<file path="src/rtl/rr_stream_mux.sv">
// N-input stream selector with a single registered output entry.
// Fixed (sel-driven) or round-robin arbitration, valid/ready on both sides.

module rr_stream_mux_lane #(
  parameter int IDX   = 0,
  parameter int SEL_W = 2
) (
  input  logic             in_valid,
  input  logic [SEL_W-1:0] sel,
  input  logic             gnt,
  input  logic [SEL_W-1:0] gnt_idx,
  output logic             fix_req,
  output logic             in_ready
);
  // Fixed-mode request looks only at this lane's valid, so in_ready never
  // depends on neighbours; an out-of-range sel matches no lane.
  assign fix_req  = in_valid && (sel == SEL_W'(IDX));
  assign in_ready = gnt && (gnt_idx == SEL_W'(IDX));
endmodule

module rr_stream_mux #(
  parameter int WIDTH  = 32,
  parameter int NUM_IN = 4,
  parameter int SEL_W  = $clog2(NUM_IN)
) (
  input  logic                    clk,
  input  logic                    rst_n,
  input  logic [NUM_IN*WIDTH-1:0] in_data,
  input  logic [NUM_IN-1:0]       in_valid,
  output logic [NUM_IN-1:0]       in_ready,
  input  logic [SEL_W-1:0]        sel,
  input  logic                    mode,
  output logic [WIDTH-1:0]        out_data,
  output logic [SEL_W-1:0]        out_src,
  output logic                    out_valid,
  input  logic                    out_ready
);
  logic [NUM_IN-1:0][WIDTH-1:0] ch_data;
  logic [NUM_IN-1:0]            fix_req;
  logic [SEL_W-1:0]             rr_ptr, gnt_idx;
  logic                         gnt_any, gnt, can_load;

  assign ch_data  = in_data;
  assign can_load = !out_valid || out_ready;
  // Gated by rst_n so no handshake completes while reset is asserted.
  assign gnt      = gnt_any && can_load && rst_n;

  for (genvar i = 0; i < NUM_IN; i++) begin : g_lane
    rr_stream_mux_lane #(.IDX(i), .SEL_W(SEL_W)) u_lane (
      .in_valid (in_valid[i]),
      .sel      (sel),
      .gnt      (gnt),
      .gnt_idx  (gnt_idx),
      .fix_req  (fix_req[i]),
      .in_ready (in_ready[i])
    );
  end

  always_comb begin
    int               idx;
    logic [SEL_W-1:0] cand;
    gnt_any = 1'b0;
    gnt_idx = '0;
    idx     = 0;
    cand    = '0;
    if (mode) begin
      // Search starts just past the last winner and wraps.
      for (int k = 1; k <= NUM_IN; k++) begin
        idx  = (int'(rr_ptr) + k) % NUM_IN;
        cand = SEL_W'(idx);
        if (!gnt_any && in_valid[cand]) begin
          gnt_any = 1'b1;
          gnt_idx = cand;
        end
      end
    end else begin
      gnt_any = |fix_req;
      gnt_idx = sel;
    end
  end

  always_ff @(posedge clk or negedge rst_n) begin
    if (!rst_n) begin
      out_valid <= 1'b0;
      out_data  <= '0;
      out_src   <= '0;
      rr_ptr    <= SEL_W'(NUM_IN - 1);
    end else if (gnt) begin
      out_data  <= ch_data[gnt_idx];
      out_src   <= gnt_idx;
      out_valid <= 1'b1;
      if (mode) rr_ptr <= gnt_idx;
    end else if (out_ready) begin
      out_valid <= 1'b0;
    end
  end
endmodule

</file>
<file path="config.mk">
export PLATFORM = sky130hd
export DESIGN_NAME = rr_stream_mux
export DESIGN_NICKNAME = d
export VERILOG_FILES = /design/src/rtl/rr_stream_mux.sv
export SDC_FILE = /design/constraint.sdc
export NUM_CORES = 1
export LEC_CHECK = 0
export BUFFER_PORTS_ARGS = -buffer_cell sky130_fd_sc_hd__buf_2
export CAP_MARGIN = 40
export CELL_PAD_IN_SITES_DETAIL_PLACEMENT = 0
export CELL_PAD_IN_SITES_GLOBAL_PLACEMENT = 2
export CORE_MARGIN = 2
export CORE_UTILIZATION = 21
export CTS_BUF_LIST = sky130_fd_sc_hd__clkbuf_4 sky130_fd_sc_hd__clkbuf_8
export DETAILED_ROUTE_END_ITERATION = 12
export PLACE_DENSITY_LB_ADDON = 0.25
export SLEW_MARGIN = 5
export SYNTH_ARGS = -nofsm -noshare
export SYNTH_HDL_FRONTEND = slang
export SYNTH_HIERARCHICAL = 1
export SYNTH_SLANG_ARGS = --single-unit
</file>
<file path="constraint.sdc">
create_clock -name clk -period 1.88 [get_ports clk]
set_clock_uncertainty 0.1 [all_clocks]
set_input_delay 0.282 -clock clk [delete_from_list [all_inputs] [get_ports clk]]
set_output_delay 0.282 -clock clk [all_outputs]
set_load 0.02 [all_outputs]
</file>
==> results of run 1 <==
[stage by stage]
stage	hold WS [ns]	cells	TNS [ns]
after floorplan	-0.114	279	-2.44
after global placement	0.315	634	-6.26
after detailed placement	0.318	634	-7.17
after CTS	0.138	662	-7.96
after global routing	0.148	664	-10.93
final	0.145	664	-7.51
[registers in the layout, summed over array words and instances (netlist names)]
| register | count |
|---|---|
| out_data | 32 |
| out_src | 2 |
| out_valid | 1 |
| rr_ptr | 2 |
[logic make-up after synthesis]
group / Yosys count
flip-flops: 37
multiplexers: 35
AO/OA/AOI/OAI: 77
buffers and inverters: 22
AND/OR/NAND/NOR: 108
[critical path, stage by stage (launching register included)]
cell and delay (ns):
dfstp_2 0.55, nand2b_4 0.13, o211ai_1 0.11, and2_4 0.16, mux2_4 0.28, and3b_2 0.24, buf_6 0.11
[power by group through the flow]
stage / sequential [uW] / clock, uW / combinational, uW
6_report: 1320 / 733 / 2940
5_1_grt: 1360 / 798 / 3140
3_3_place_gp: 1320 / 0 / 2290
3_5_place_dp: 1330 / 0 / 2280
2_1_floorplan: 1700 / 0 / 1040
4_1_cts: 1320 / 760 / 2840
[layout by cell type, fill, tap and decap left out, types with 3 or more instances in the layout]
| master | n |
|---|---|
| a311oi_1 | 3 |
| nand2_1 | 44 |
| a21boi_0 | 3 |
| a21boi_2 | 5 |
| nand2_2 | 10 |
| buf_6 | 10 |
| mux2i_2 | 3 |
| a211oi_4 | 3 |
| a21boi_1 | 7 |
| o221ai_2 | 3 |
| mux2i_1 | 28 |
| buf_16 | 5 |
| o221ai_1 | 12 |
| a311oi_2 | 14 |
| buf_2 | 172 |
| nand2_4 | 7 |
| buf_12 | 12 |
| nor2_1 | 23 |
| dfrtp_1 | 35 |
| nand2b_1 | 3 |
| clkbuf_8 | 5 |
| buf_4 | 24 |
| a211oi_2 | 13 |
[how the worst min path moves through the flow]
stage	endpoint	startpoint	slack, ns	cells past startpoint
final	out_data[1]$_DFFE_PN0P_	in_data[1]	0.15	3
after global routing	out_data[8]$_DFFE_PN0P_	in_data[8]	0.15	3
after CTS	out_data[2]$_DFFE_PN0P_	in_data[34]	0.14	3
after detailed placement	out_data[15]$_DFFE_PN0P_	rst_n	0.32	2
after global placement	out_data[15]$_DFFE_PN0P_	rst_n	0.31	2
after floorplan	out_data[0]$_DFFE_PN0P_	rst_n	-0.11	0
[layout make-up]
type,count,area (um^2)
Sequential cell,37,928
Timing Repair Buffer,228,1620
Inverter,3,20.0
Clock inverter,3,46.3
Fill cell,1301,7340
Clock buffer,5,68.8
Tap cell,168,210
Multi-Input combinational cell,220,1880
[what timing repair did]
| action | CTS | global route |
|---|---|---|
| resized for setup | 80 | 42 |
| pin swaps | 36 | 19 |
| hold buffers | 1 | 0 |
| endpoints found under the setup margin | 36 | 38 |
| cloned | 8 | 2 |
| buffers inserted | 16 | 9 |
| endpoints found under the hold margin | 30 | 0 |
[per-layer routing]
metal	vias up	share of wire, %
met3	12	5.0
met5	-	0.062
met4	2	1.4
li1	1469	-
met1	1482	44
met2	90	49
==> impl_metrics.json, run 1 <==
{
  "outcome": "complete, but fails checks",
  "violations": "negative setup slack",
  "design_area_mm2": 0.00477,
  "grt_pass1_vias": 3179,
  "rr_endpoint": "out_data[30]$_DFFE_PN0P_",
  "intPower_uw": 2920,
  "core_area_mm2": 0.0121,
  "io_buffers": 176,
  "via_per_inst": 4.60,
  "fin_util_pct": 39.4,
  "synth_top_family_by_area": "compound AO/OA/AOI/OAI gates",
  "report.final.slew_viol_count": 0,
  "drive_gt1_share_pct": 64.7,
  "yosysWarnings": 6,
  "routedWlPerCell_um": 17.1,
  "relSlewSlack_pct": 65.0,
  "synth_common_cells": "nand2_1 (59), dfrtp_1 (35), mux2i_1 (33)",
  "synth_edf_count": 0,
  "drc": 0,
  "row_count": 40,
  "synth_compound_area_share_pct": 26.4,
  "tightest_slew_ns": 0.524,
  "ios": 177,
  "hpwl_um": 7800,
  "p_clk_share_pct": 14.7,
  "ys_top_cells_by_area": "dfrtp_1 (33%), mux2i_1 (13%), nand2_1 (8.4%)",
  "power_switching_share_pct": 41.4,
  "totalPowerFinal_uw": 4990,
  "power_frac_comb_pct": 58.9,
  "crit_end": "in_ready[1]",
  "irDropWorstVdd_mv": 0.356,
  "cts_made_buffers": 5,
  "ys_seq_elements": 37,
  "muxShareOfSynthArea_pct": 13.4,
  "place_ws_ns": -0.241,
  "synth_fp_nets": 417,
  "met2_usage_pct": 27.8,
  "critPathLaunchType": "flip-flop",
  "yosysTopAreaCell": "dfrtp_1",
  "period_share_pct": 120,
  "area_delta_synth_final_pct": 81.6,
  "critPathMaxFanout": 4,
  "r2r-start": "rr_ptr[0]$_DFFE_PN1P_",
  "setup_ws_ns": -0.370,
  "die_area_mm2": 0.0134,
  "clock-sinks": 37,
  "leakage_uw": 0.00230,
  "antenna_found_initial": 2,
  "ys_async_sr_fraction_pct": 100,
  "wirelength_um": 11400,
  "diodes": 0,
  "placed_area_mm2": 0.00396,
  "syn_inst": 279,
  "synthAdderAreaFrac_pct": 0,
  "rsz0062_at_grt": "true",
  "synth_most_common_cell": "nand2_1",
  "root_buffer": "clkbuf_8",
  "fp.dieH_um": 116,
  "cts.htree.levels": 2,
  "use_met1_pct": 21.5,
  "p_seq_share_pct": 26.4,
  "via_count": 3055,
  "synth_ff_type": "dfrtp_1",
  "path_clk_slew_ns": 0.08,
  "cts_tree": "built",
  "syn_avg_cell_area_um2": 9.42,
  "yosysTopAreaCellShare_pct": 33.3,
  "power_density_mw_per_mm2": 1040,
  "clkLatencyLatePin_ns": 0.29,
  "grt_pass1_wl_um": 16900,
  "max_freq_mhz": 444,
  "fin_nets": 633,
  "cp_data_arrival_time_ns": 1.87,
  "ys_types": 42,
  "die_w_um": 116,
  "required_ns": 1.50,
  "clk_path_buf_depth": 2,
  "initial_core_util_pct": 21.7,
  "gr-total-overflow": 0,
  "r2r_slack_ns": -0.24,
  "track_usage_pct": 16.4,
  "drt_first_pass_iters": 4,
  "top_usage_layer": "met2",
  "setup_viol": 37,
  "period_needed_ns": 2.25,
  "yosysSeqAreaShare_pct": 35.3,
  "finalHoldViolCount": 0,
  "syn_area_mm2": 0.00263,
  "gp_congestion": 0.752,
  "net-switching-power_uw": 2060,
  "synth-simple-area-share_pct": 19.3,
  "grt_max_degree": 38,
  "rr_worst_depth": 9,
  "cp-startpoint": "rr_ptr[0]$_DFFE_PN1P_",
  "synth_xor_area_share_pct": 0,
  "crit_path_end_kind": "primary output",
  "worstHoldPathType": "in2reg",
  "antenna_left": 0,
  "critPathKind": "reg2out",
  "global_route.usage.met3_pct": 3.40,
  "first_iter_violations": 91,
  "maxCapViolations": 0
}
(Power assumes the default switching activity.)
==> inputs of run 2 (changes only) <==
ABC_CLOCK_PERIOD_IN_PS = 2100   (was default)
CORE_UTILIZATION = 23   (was 21)
GPL_ROUTABILITY_DRIVEN = 0   (was default)
clock period = 2.1 ns   (was 1.88 ns; I/O delays follow)
==> impl_metrics.json, run 2 (same netlist as run 1, synthesis figures left out) <==
{
  "rr_endpoint": "out_data[13]$_DFFE_PN0P_",
  "outcome": "complete, but fails checks",
  "r2r_slack_ns": 0.03,
  "critPathMaxFanout": 4,
  "drt_first_pass_iters": 4,
  "setup_tns_ns": -0.647,
  "clkLatencyLatePin_ns": 0.28,
  "leakage_uw": 0.00207,
  "place_ws_ns": -0.102,
  "worstPathCellList": "nand2b_4 -> o211ai_1 -> and2_4 -> mux2_4 -> and3b_1 -> buf_6",
  "cts.htree.levels": 2,
  "antenna_left": 0,
  "final_cell_mix": "buf_2 (173), nand2_1 (58), dfrtp_1 (35), mux2i_1 (27), buf_4 (24)",
  "cp-startpoint": "rr_ptr[0]$_DFFE_PN1P_",
  "crit_path_end_kind": "primary output",
  "grt_pass1_wl_um": 15200,
  "clk_path_buf_depth": 2,
  "maxCapViolations": 0,
  "fp.dieH_um": 111,
  "critPathKind": "reg2out",
  "max_freq_mhz": 437,
  "cts_made_buffers": 5,
  "setup_ws_ns": -0.187,
  "placed_cells": 609,
  "ios": 177,
  "routedWlPerCell_um": 16.0,
  "path_clk_slew_ns": 0.08,
  "drc": 0,
  "required_ns": 1.68,
  "cts_tree": "built",
  "die_area_mm2": 0.0123,
  "worstHoldPathType": "in2async",
  "period_needed_ns": 2.29,
  "area_delta_synth_final_pct": 58.8,
  "grt_max_degree": 38,
  "antenna_found_initial": 0,
  "crit_end": "in_ready[1]",
  "finalHoldViolCount": 0,
  "irDropWorstVdd_mv": 0.304,
  "rr_worst_depth": 8,
  "crit_path_top_delay_cell": "dfstp_2",
  "violations": "negative setup slack",
  "relSlewSlack_pct": 64.9,
  "tightest_slew_ns": 0.526,
  "power_density_mw_per_mm2": 950,
  "fin_nets": 616,
  "rsz0062_at_grt": "true",
  "top_regs": "out_data (32), out_src (2), rr_ptr (2)",
  "first_iter_violations": 111,
  "track_usage_pct": 15.4,
  "core_area_mm2": 0.0113,
  "io_buffers": 176,
  "worst-path-buf-inv": 1,
  "cp_data_arrival_time_ns": 1.87,
  "max_stage_delay_ns": 0.55,
  "r2r-start": "rr_ptr[0]$_DFFE_PN1P_",
  "via_count": 2900,
  "final_common_cell": "buf_2",
  "wirelength_um": 9970,
  "root_buffer": "clkbuf_8",
  "setup_viol": 4,
  "critPathLaunchType": "flip-flop",
  "clock-sinks": 37,
  "fin_util_pct": 37.0,
  "row_count": 39,
  "grt_pass1_vias": 3022,
  "cts-hold-fix-buffers": 0,
  "drive_gt1_share_pct": 54.5,
  "initial_core_util_pct": 23.3,
  "top_register": "out_data",
  "cp_num_cells": 6,
  "largest_reg_flops": 32,
  "cpLargestDelayFamily": "flip-flops",
  "report.final.slew_viol_count": 0,
  "via_per_inst": 4.66,
  "gr-total-overflow": 0,
  "hpwl_um": 7490,
  "period_share_pct": 109,
  "die_w_um": 111,
  "diodes": 0,
  "final_cells": 622
}
[run 2: changes by cell type in the layout (fill, tap and decap cells not counted), sizes merged]
cell / previous run / this run
dlygate4sd3: 1 / 0
clkinvlp: 1 / 0
clkbuf: 7 / 9
buf: 225 / 208
[run 2: worst min path at each step]
stage                                to   from  cells past startpoint
2_1_floorplan   out_data[0]$_DFFE_PN0P_  rst_n                      0
3_3_place_gp   out_data[15]$_DFFE_PN0P_  rst_n                      2
3_5_place_dp   out_data[19]$_DFFE_PN0P_  rst_n                      2
4_1_cts        out_data[19]$_DFFE_PN0P_  rst_n                      2
5_1_grt        out_data[20]$_DFFE_PN0P_  rst_n                      2
6_report       out_data[20]$_DFFE_PN0P_  rst_n                      2
[run 2: power breakdown]
group	switching [uW]	total (uW)	internal, uW
Clock	267	632	366
Sequential	157	1170	1010
Combinational	1190	2160	969
Total	1620	3960	2350
[run 2: through the flow]
step                total power, uW  hold WS (ns)  area (um^2)
floorplan                      2410       -0.0806         2650
global placement               3160         0.346         3840
detailed placement             3160         0.354         3840
CTS                            3860        0.0268         4010
global route                   4240        0.0440         4180
finish                         3960        0.0119         4180
[run 2: timing repair]
item | CTS | global route
pin swaps | 3 | 6
endpoints found under the setup margin | 11 | 36
buffers inserted | 3 | 0
resized for setup | 10 | 23
cloned | 0 | 3
[run 2: cell type report]
| cell class | instances | area, um^2 |
|---|---|---|
| inverter | 3 | 15.0 |
| tap | 143 | 179 |
| clock buffer | 6 | 76.3 |
| timing repair buffer | 211 | 1310 |
| clock inverter | 2 | 35.0 |
| sequential | 37 | 928 |
| fill | 1196 | 7100 |
| multi-input combinational | 220 | 1640 |
[run 2: layer usage]
metal | GRT usage, % | part of all wire (%)
met3 | 3.77 | 5.7
met4 | 4.08 | 1.6
met5 | 0 | 0
met2 | 26.1 | 50
met1 | 19.5 | 43
[run 2: worst reg2reg max path: cells and delay by family (launching register included)]
family                 cells  cell delay (ns)
AOI/OAI and AO/OA          3             0.51
buffers and inverters      2             0.38
DFF                        1             0.55
and+or+nand+nor            3             0.41
